**src/rtl/fb_port_arbiter.sv**
```systemverilog
`default_nettype none
// ============================================================================
// Module      : fb_port_arbiter
// Description : Shares one frame-buffer BRAM port between display reads
//               (priority) and the image writer (bounded starvation).
//               Optional build macro FB_ARB_STATS_EN adds stall/forced counters.
// Revision    : 1.0 - initial release
// ============================================================================
module fb_port_arbiter #(
    parameter int DATA_W   = 12,
    parameter int ADDR_W   = 19,
    parameter int RD_LAT   = 1,
    parameter int MAX_WAIT = 8
) (
    input  logic              clk,
    input  logic              rst,
    input  logic              disp_req,
    input  logic [ADDR_W-1:0] disp_addr,
    output logic              disp_gnt,
    output logic              disp_valid,
    output logic [DATA_W-1:0] disp_data,
    input  logic              wr_req,
    input  logic [ADDR_W-1:0] wr_addr,
    input  logic [DATA_W-1:0] wr_data,
    output logic              wr_gnt,
    output logic              bram_en,
    output logic              bram_we,
    output logic [ADDR_W-1:0] bram_addr,
    output logic [DATA_W-1:0] bram_din,
    input  logic [DATA_W-1:0] bram_dout,
    output logic              disp_miss,
    input  logic              miss_clr
`ifdef FB_ARB_STATS_EN
    ,
    output logic [15:0]       wr_stall_cnt,
    output logic [15:0]       forced_cnt
`endif
);

    localparam logic [7:0] c_max_wait = 8'(MAX_WAIT);

    typedef enum logic [1:0] {
        S_IDLE = 2'd0,
        S_DISP = 2'd1,
        S_WR   = 2'd2
    } grant_state_t;

    grant_state_t      r_last_grant;
    grant_state_t      w_next_grant;
    logic              r_last_forced;
    logic [7:0]        r_wait_cnt;
    logic [7:0]        w_wait_cnt_nxt;
    logic              w_disp_gnt;
    logic              w_wr_gnt;
    logic              w_forced;
    logic              w_after_forced;
    logic              w_wr_stall;
    logic [RD_LAT-1:0] r_rd_pipe;
    logic              r_disp_miss;

    always_ff @(posedge clk or posedge rst) begin
        if (rst) begin
            r_last_grant  <= S_IDLE;
            r_last_forced <= 1'b0;
            r_wait_cnt    <= 8'd0;
        end else begin
            r_last_grant  <= w_next_grant;
            r_last_forced <= w_forced;
            r_wait_cnt    <= w_wait_cnt_nxt;
        end
    end

    // Grants are suppressed during rst so nothing reaches the BRAM in reset.
    always_comb begin
        w_disp_gnt     = 1'b0;
        w_wr_gnt       = 1'b0;
        w_forced       = 1'b0;
        w_after_forced = (r_last_grant == S_WR) && r_last_forced;
        if (!rst) begin
            if (disp_req && wr_req) begin
                if ((r_wait_cnt == c_max_wait) && !w_after_forced) begin
                    w_wr_gnt = 1'b1;
                    w_forced = 1'b1;
                end else begin
                    w_disp_gnt = 1'b1;
                end
            end else begin
                w_disp_gnt = disp_req;
                w_wr_gnt   = wr_req;
            end
        end
        w_next_grant = w_disp_gnt ? S_DISP : (w_wr_gnt ? S_WR : S_IDLE);
        w_wr_stall   = wr_req && !w_wr_gnt;
        if (w_wr_stall) begin
            w_wait_cnt_nxt = (r_wait_cnt == c_max_wait) ? r_wait_cnt : r_wait_cnt + 8'd1;
        end else begin
            w_wait_cnt_nxt = 8'd0;
        end
    end

    generate
        if (RD_LAT == 1) begin : g_rd_lat1
            always_ff @(posedge clk or posedge rst) begin
                if (rst) r_rd_pipe <= '0;
                else     r_rd_pipe <= w_disp_gnt;
            end
        end else begin : g_rd_latn
            always_ff @(posedge clk or posedge rst) begin
                if (rst) r_rd_pipe <= '0;
                else     r_rd_pipe <= {r_rd_pipe[RD_LAT-2:0], w_disp_gnt};
            end
        end
    endgenerate

    // A denial in the same cycle as a clear must not be lost.
    always_ff @(posedge clk or posedge rst) begin
        if (rst) begin
            r_disp_miss <= 1'b0;
        end else if (disp_req && !w_disp_gnt) begin
            r_disp_miss <= 1'b1;
        end else if (miss_clr) begin
            r_disp_miss <= 1'b0;
        end
    end

`ifdef FB_ARB_STATS_EN
    logic [15:0] r_wr_stall_cnt;
    logic [15:0] r_forced_cnt;

    always_ff @(posedge clk or posedge rst) begin
        if (rst) begin
            r_wr_stall_cnt <= 16'd0;
            r_forced_cnt   <= 16'd0;
        end else if (miss_clr) begin
            r_wr_stall_cnt <= 16'd0;
            r_forced_cnt   <= 16'd0;
        end else begin
            if (w_wr_stall && (r_wr_stall_cnt != 16'hFFFF)) r_wr_stall_cnt <= r_wr_stall_cnt + 16'd1;
            if (w_forced && (r_forced_cnt != 16'hFFFF))     r_forced_cnt   <= r_forced_cnt + 16'd1;
        end
    end

    assign wr_stall_cnt = r_wr_stall_cnt;
    assign forced_cnt   = r_forced_cnt;
`endif

    assign disp_gnt   = w_disp_gnt;
    assign wr_gnt     = w_wr_gnt;
    assign bram_en    = w_disp_gnt | w_wr_gnt;
    assign bram_we    = w_wr_gnt;
    assign bram_addr  = w_wr_gnt ? wr_addr : (w_disp_gnt ? disp_addr : '0);
    assign bram_din   = w_wr_gnt ? wr_data : '0;
    assign disp_valid = r_rd_pipe[RD_LAT-1];
    assign disp_data  = disp_valid ? bram_dout : '0;
    assign disp_miss  = r_disp_miss;

endmodule
`default_nettype wire

```
**config.mk**
```make
export PLATFORM = sky130hd
export DESIGN_NAME = fb_port_arbiter
export DESIGN_NICKNAME = d
export VERILOG_FILES = /design/src/rtl/fb_port_arbiter.sv
export SDC_FILE = /design/constraint.sdc
export NUM_CORES = 1
export LEC_CHECK = 0
export BUFFER_PORTS_ARGS = -buffer_cell sky130_fd_sc_hd__buf_2
export CORE_ASPECT_RATIO = 1.2
export CORE_MARGIN = 1.5
export CORE_UTILIZATION = 43
export CTS_CLUSTER_DIAMETER = 200
export CTS_CLUSTER_SIZE = 28
export DETAILED_ROUTE_END_ITERATION = 12
export GPL_TIMING_DRIVEN = 1
export PLACE_DENSITY = 0.91
export SYNTH_ARGS = -nofsm -noshare
export SYNTH_HDL_FRONTEND = slang
export SYNTH_SLANG_ARGS = --single-unit
```
**constraint.sdc**
```tcl
create_clock -name clk -period 4.2 [get_ports clk]
set_clock_uncertainty 0.05 [all_clocks]
set_input_delay 0.21 -clock clk [delete_from_list [all_inputs] [get_ports clk]]
set_output_delay 0.21 -clock clk [all_outputs]
set_load 0.005 [all_outputs]
```
======== Word level (Yosys, flattened, before mapping) ========
Cells that the tools add are included.
storage, ports and cells
  register bits ........................... 13
  bits of input ports ..................... 67
  output and inout bits ................... 49
  logic and storage cells ................. 37
operators by class
  add/sub/neg operators ................... 1
  equality and inequality tests ........... 3
  multiplexer cells ....................... 18
  bitwise logic cells ..................... 1
  reduce and logical (&&, ||, !) cells .... 9
operators by type and width
  cell                 number
  $mux 19              2
  $mux 12              2
  $mux 8               2
  $mux 1               10
  $add 8x1->8 const B  1
  $eq 8x4->1 const B   1
  $logic_and 1x1->1    5
  $mux 2               2
  $logic_not 1->1      3
  $eq 2x2->1 const B   1
  $ne 2x2->1 const B   1
  $reduce_bool 2->1    1
  $or 1x1->1           1

======== Longest topological paths before layout ========
Gate-level depths: netlist of run 1.
  word-level depth ........................ 10
  depth in mapped cells ................... 7

======== Worst setup path before layout of run 1 ========
OpenSTA, ideal clock, no wires.
  path kind ............................... register to output
  from .................................... register r_wait_cnt[0]
  to ...................................... output port bram_addr[10]
  arrival time ............................ 1664 ps
  required time ........................... 3940 ps
  slack ................................... 2276 ps
  cell stages (with the launch flop) ...... 7
  path buffers ............................ 1
  cells stage by stage .................... dfrtp_1 inv_1 ha_1 or4b_4 buf_6 nor4_1 a221o_1
on the way
  word-level cells in the longest chain between the ends .. 7
  elaborated cells between the ends (all ways) .. 10
  those cells by class .................... eq/ne: 1; mux: 8; reduce/logical: 1
RTL lines
  element                 line  source
  start, declared         51    logic [7:0] r_wait_cnt;
  start signal, assigned  69    r_wait_cnt <= w_wait_cnt_nxt;
  $eq 8x4->1 (*)          81    if ((r_wait_cnt == c_max_wait) && !w_after_forced) begin
  $logic_and 1x1->1 (*)   81
  $mux 1                  81
  $mux 1                  80    if (disp_req && wr_req) begin
  $mux 1                  79    if (!rst) begin
  $mux 19                 151   assign bram_addr = w_wr_gnt ? wr_addr : (w_disp_gnt ? disp_addr : '0);
  $mux 19 (*)             151
  end, declared           28    output logic [ADDR_W-1:0] bram_addr,
Every way passes the cells marked *; elsewhere a longest branch is shown, timed or not.

======== Final worst setup path of run 1 ========
  from .................................... register r_wait_cnt[0]
  to ...................................... output port bram_addr[15]
Same word-level chain as after synthesis.

==> run summary, run 1 <==
status - finished, final reports clean
period utilisation layout - 66.25%
max incr delay on CP - 0.55 ns
WS Path Type - flop to output pin
Die Width - 57.03 µm
clock-pin slew on the worst setup and hold paths - 0.05 ns
Fmax - 0.3594 GHz
worst skew pair latency - 0.24 ns
via count - 1852
Hold Buf Count CTS - 0
Post-route DRC - 0
CP max stage cell - a41oi_2
Worst-Margin Slew - 0.9313 ns
initial antenna violation count - 0
Worst EP required - 3.94 ns
total track usage - 20.29%
drt first pass iters - 4
Syn Area/Cell - 8.013 µm²
Core Box Area - 3338 µm²
LEAKAGE - 1.044 nW
warnings from Yosys - 0
number of global-route vias before repair - 1514
DP Area - 2026 µm²
VDD IR max - 0.0001394 V
CP cell instances - inv_1, ha_1, nor4b_4, a41oi_2, a221o_1, buf_2
number of port buffers - 115
Diodes inserted - 0
CTS H-Tree Depth - 1
num ports - 116
P&R area growth vs syn - 38.12%
initial core utilization - 45.13%
Post-Route WL - 4122 µm
Unique masters post-synth - 30
post-route ant nets - 0
clock sink count - 12
Post-CTS Resized - 0
Initial DRC Count - 80
largest net degree at the start of global routing - 26
Cell Pwr Density - 184.0 nW/µm²
share of cells above drive strength 1 - 43.40%
Synthesized Nets - 257
area fraction of the dominant cell type after synthesis - 19.93%
Final Max Slew Viols - 0
class of the worst hold path - input pin to asynchronous set/reset pin
setup bufs post-CTS - 0
global-route wire length before repair - 6327 µm
Core Util, Final - 62.33%
normalized max-slew margin - 37.91%
DP Worst Slack - 1.721 ns
top post-synthesis cells by area - dfrtp_1, a221o_1, nand3b_1
register area share after synthesis - 19.93%
Clock Tree Root - clkbuf_8
drt wl/cell - 12.68 µm
Startpoint Class - flop
total gr overflow - 0
Detailed Place HPWL - 3053 µm
Worst Slack Setup Final - 1.417 ns
cell accounting for the most synthesized area - dfrtp_1
post-route cell area - 2081 µm²
mapped cell area - 1506 µm²
Max Cap Viol - 0
Die ar. - 3869 µm²
cts bufs inserted - 3
Crit Path Max Fanout - 21
final hold viol count - 0
cells after synthesis - 188
Longest Clk Path Bufs - 2
crit path DAT - 2.52 ns
row cnt - 23
die height - 67.84 µm
crit path time final - 2.783 ns
vias per cell - 5.698
Critical Path Sink Type - output pin
FILL cells - 287
setup TNS - 0 ns
#FFs+latches synth - 12
total chip power - 0.3830 mW
Nets - 358
CTS tree - built
final estimated routing congestion in global placement - 0.7538
RSZ-0062 raised after global routing - false
Setup violations, final - 0
==> worst paths after layout <==
check | slack [ns] | endpoint | from | depth (start not counted)
worst max-delay path | 1.42 | bram_addr[15] | r_wait_cnt[0]$_DFFE_PP0P_ | 6
worst min-delay path | 0.10 | r_last_grant[1]$_DFF_PP0_ | rst | 2
worst max register to register | 2.20 | r_last_grant[0]$_DFF_PP0_ | r_wait_cnt[0]$_DFFE_PP0P_ | 4
worst min register to register | 0.56 | disp_miss$_DFFE_PP0P_ | disp_miss$_DFFE_PP0P_ | 3
max in group asynchronous | 3.67 | r_wait_cnt[3]$_DFFE_PP0P_ | rst | 2
min in group clk | 0.23 | disp_miss$_DFFE_PP0P_ | miss_clr | 4
==> layer usage <==
layer / vias up / GRT usage (%) / wire length, µm
met5: - / 0 / 0
met1: 835 / 22.91 / 1676
met2: 98 / 38.36 / 2038
li1: 914 / - / -
met4: 0 / 9.012 / 55
met3: 5 / 2.268 / 351
==> registers in the layout (all words and copies together) (netlist names) <==
| signal | count |
|---|---|
| r_last_grant | 2 |
| r_wait_cnt | 8 |
| r_last_forced | 1 |
| disp_miss | 1 |
==> cells in the mapped netlist <==
library cell / number
nor3b_2: 1
and2_1: 12
a21oi_1: 6
a21boi_0: 12
and3b_1: 1
nor4b_4: 1
o21ai_0: 8
dfrtp_1: 12
or3_1: 3
buf_1: 1
nor4_1: 19
inv_1: 4
nand4_1: 3
or3b_2: 1
ha_1: 2
nor2_1: 6
nand2b_1: 1
nand3_1: 5
a41o_1: 1
buf_2: 1
nand2_1: 5
nor2b_1: 21
buf_4: 1
or4b_4: 1
buf_6: 4
xor2_1: 3
a41oi_2: 1
clkbuf_1: 13
a221o_1: 19
nand3b_1: 20
==> cell families after synthesis <==
logic type	count (synthesis)	share of synthesized area, %
buf+inv	24	8.305
compound gates	47	25.00
xor+xnor	3	1.745
fa+ha+maj	2	1.661
flops	12	19.93
simple gates	100	43.36
==> cell usage in the layout, fill, tap and decap left out <==
master / Yosys / final
a21boi_0: 12 / 12
a21oi_1: 6 / 6
a221o_1: 19 / 19
a41o_1: 1 / 1
a41oi_2: 1 / 1
and2_1: 12 / 12
and3b_1: 1 / 1
buf_2: 1 / 115
buf_4: 1 / 1
clkbuf_8: 0 / 4
dfrtp_1: 12 / 12
ha_1: 2 / 2
inv_1: 4 / 4
nand2_1: 5 / 5
nand2b_1: 1 / 1
nand3_1: 5 / 5
nand3b_1: 20 / 20
nand4_1: 3 / 3
nor2_1: 6 / 6
nor2b_1: 21 / 21
nor3b_2: 1 / 1
nor4_1: 19 / 19
nor4b_4: 1 / 1
o21ai_0: 8 / 8
or3_1: 3 / 3
or3b_2: 1 / 1
or4b_4: 1 / 1
xor2_1: 3 / 3
==> critical path: cells and delay by family, from the launching register on <==
kind,cells,cell delay (ns)
AOI/OAI and AO/OA,2,1.08
DFF,1,0.43
and+or+nand+nor,1,0.35
buffers and inverters,2,0.24
adders and majority gates,1,0.17
==> power breakdown <==
part           total [mW]  switching [mW]  leakage [nW]  internal (mW)
Clock               0.128          0.0448        0.0288         0.0830
Sequential          0.124         0.00504         0.163          0.119
Combinational       0.131          0.0620         0.852         0.0688
Total               0.383           0.112          1.04          0.271
==> area by class of cell <==
cell class	instances	area [µm²]	share of cell area, %
repair buffers	116	583.1	28.02
flip-flops and latches	12	300.3	14.43
well taps	37	46.29	2.225
inverters	4	15.01	0.7216
clock buffers	4	55.05	2.646
multi-input cells	152	1081	51.95
==> metrics by stage <==
stage	hold slack [ns]	instances
after floorplan	0.2050	188
after global placement	0.3601	321
after detailed placement	0.3709	321
after CTS	0.1066	325
after global routing	0.1674	325
final	0.1031	325
Note: power is estimated with default switching activity, not from simulation.
==> inputs of run 2 (changes only) <==
--- a/config.mk
+++ b/config.mk
@@ -8,12 +8,12 @@
 export BUFFER_PORTS_ARGS = -buffer_cell sky130_fd_sc_hd__buf_2
 export CORE_ASPECT_RATIO = 1.2
 export CORE_MARGIN = 1.5
-export CORE_UTILIZATION = 43
+export CORE_UTILIZATION = 36
 export CTS_CLUSTER_DIAMETER = 200
 export CTS_CLUSTER_SIZE = 28
 export DETAILED_ROUTE_END_ITERATION = 12
 export GPL_TIMING_DRIVEN = 1
-export PLACE_DENSITY = 0.91
+export PLACE_DENSITY = 0.82
 export SYNTH_ARGS = -nofsm -noshare
 export SYNTH_HDL_FRONTEND = slang
 export SYNTH_SLANG_ARGS = --single-unit
==> constraint.sdc (replaced) <==
create_clock -name clk -period 2.35 [get_ports clk]
set_clock_uncertainty 0.05 [all_clocks]
set_input_delay 0.1175 -clock clk [delete_from_list [all_inputs] [get_ports clk]]
set_output_delay 0.1175 -clock clk [all_outputs]
set_load 0.005 [all_outputs]
==> run 2 against run 1 <==
Final cell count grew 8.9%. Sequential share of layout area shrank 1.2 points. Flip-flop and latch count did not move. Non-clock buffer count grew 9. Sequential power up 80%. Global-route usage decreased by 1.5 points. Utilization is 4.9 points lower. Critical endpoint is now bram_addr[8]. Largest power group unchanged.
==> run summary, run 2 (same netlist as run 1, synthesis figures left out) <==
CP endpoint - bram_addr[8]
drt first pass iters - 4
Worst Slack Setup Final - 0.06946 ns
normalized max-slew margin - 63.81%
Post-route DRC - 0
Setup violations, final - 0
Largest register FFs - 8
clock sink count - 12
Core Box Area - 3973 µm²
Initial DRC Count - 129
WS Path Type - flop to output pin
Clock Tree Root - clkbuf_8
status - finished, final reports clean
Non-Filler Instances - 354
r2r setup slk - 0.52 ns
post-route ant nets - 0
Crit Path Max Fanout - 10
crit path DAT - 2.11 ns
P&R area growth vs syn - 51.50%
Max Cap Viol - 0
share of cells above drive strength 1 - 49.33%
Critical Path Sink Type - output pin
global-route wire length before repair - 6900 µm
Cell Pwr Density - 319.4 nW/µm²
number of port buffers - 115
placed cell count - 341
Largest regs - r_wait_cnt x8, r_last_grant x2
Nets - 370
most flop-heavy register - r_wait_cnt
Post-Route WL - 5010 µm
crit path time final - 2.281 ns
Worst-Margin Slew - 0.5429 ns
r2r startpoint - r_wait_cnt[1]$_DFFE_PP0P_
most frequent cells in the layout - buf_2, nor2b_1, nand3b_1
num ports - 116
worst skew pair latency - 0.24 ns
Worst EP required - 2.18 ns
via count - 1995
final hold viol count - 0
Diodes inserted - 0
final estimated routing congestion in global placement - 0.8386
die height - 73.86 µm
Die ar. - 4583 µm²
Detailed Place HPWL - 3316 µm
CP Launch Point - r_wait_cnt[1]$_DFFE_PP0P_
Die Width - 62.05 µm
drt wl/cell - 14.15 µm
LEAKAGE - 1.110 nW
worst reg2reg endpoint - r_wait_cnt[2]$_DFFE_PP0P_
initial antenna violation count - 0
commonest non-fill, non-tap cell in the layout - buf_2
vias per cell - 5.636
CTS H-Tree Depth - 1
total gr overflow - 0
cts bufs inserted - 3
Final Max Slew Viols - 0
class of the worst hold path - input pin to asynchronous set/reset pin
period utilisation layout - 97.04%
Fmax - 0.4385 GHz
clock-pin slew on the worst setup and hold paths - 0.05 ns
R2R cell count - 6
largest net degree at the start of global routing - 26
total track usage - 18.82%
Longest Clk Path Bufs - 2
initial core utilization - 37.92%
CTS tree - built
number of global-route vias before repair - 1685
VDD IR max - 0.0001656 V
Startpoint Class - flop
DP Worst Slack - 0.2488 ns
row cnt - 25
[run 2: worst min path at each step]
stage,startpoint,end,slack [ns],cells past startpoint
after CTS,rst,r_last_forced$_DFF_PP0_,0.02,2
after detailed placement,rst,r_last_forced$_DFF_PP0_,0.29,2
after global routing,rst,r_wait_cnt[6]$_DFFE_PP0P_,0.08,2
after global placement,rst,disp_miss$_DFFE_PP0P_,0.25,2
final,rst,r_last_grant[0]$_DFF_PP0_,0.01,2
after floorplan,rst,disp_miss$_DFFE_PP0P_,0.11,2
[run 2: where the power goes]
part	internal, mW	switching, mW	total [mW]
registers	0.214	0.00941	0.223
clock network	0.148	0.0742	0.222
logic	0.151	0.133	0.284
[run 2: stage by stage]
stage / TNS [ns] / power (mW) / hold WS, ns / cell area (µm²) / util (%)
final: 0 / 0.7289 / 0.01442 / 2282 / 57.45
after global placement: 0 / 0.4619 / 0.2546 / 2069 / 52.09
after CTS: 0 / 0.6943 / 0.02433 / 2132 / 53.67
after global routing: -0.06116 / 0.7763 / 0.07544 / 2282 / 57.45
after floorplan: 0 / 0.3642 / 0.1125 / 1506 / -
after detailed placement: 0 / 0.4671 / 0.2881 / 2069 / 52.09
[run 2: metal layers]
layer	part of all wire, %	global-route usage (%)	up-vias
li1	-	-	945
met2	53	36.46	131
met3	8.2	1.937	8
met1	37	21.04	911
met5	0	0	-
met4	0.88	4.019	0
[run 2: repair_timing]
action / 4_1_cts / 5_1_grt
hold buffers: 0 / 0
resized for setup: 0 / 20
buffers inserted: 1 / 3
gates cloned: 0 / 5
hold endpoints to repair: 0 / 0
setup endpoints to repair: 1 / 19
[run 2: area by class of cell]
cell class | count | area (µm²)
Tap cell | 54 | 67.56
Fill cell | 348 | 1690
Inverter | 4 | 15.01
Sequential cell | 12 | 302.8
Timing Repair Buffer | 125 | 654.4
Clock buffer | 4 | 55.05
Multi-Input combinational cell | 155 | 1187
[run 2: critical path: stages (launching register included)]
cell and delay (ns):
dfrtp_2 0.44, inv_1 0.10, ha_4 0.16, nor4b_4 0.23, a41oi_2 0.22, buf_4 0.25
a221o_1 0.35, buf_2 0.13
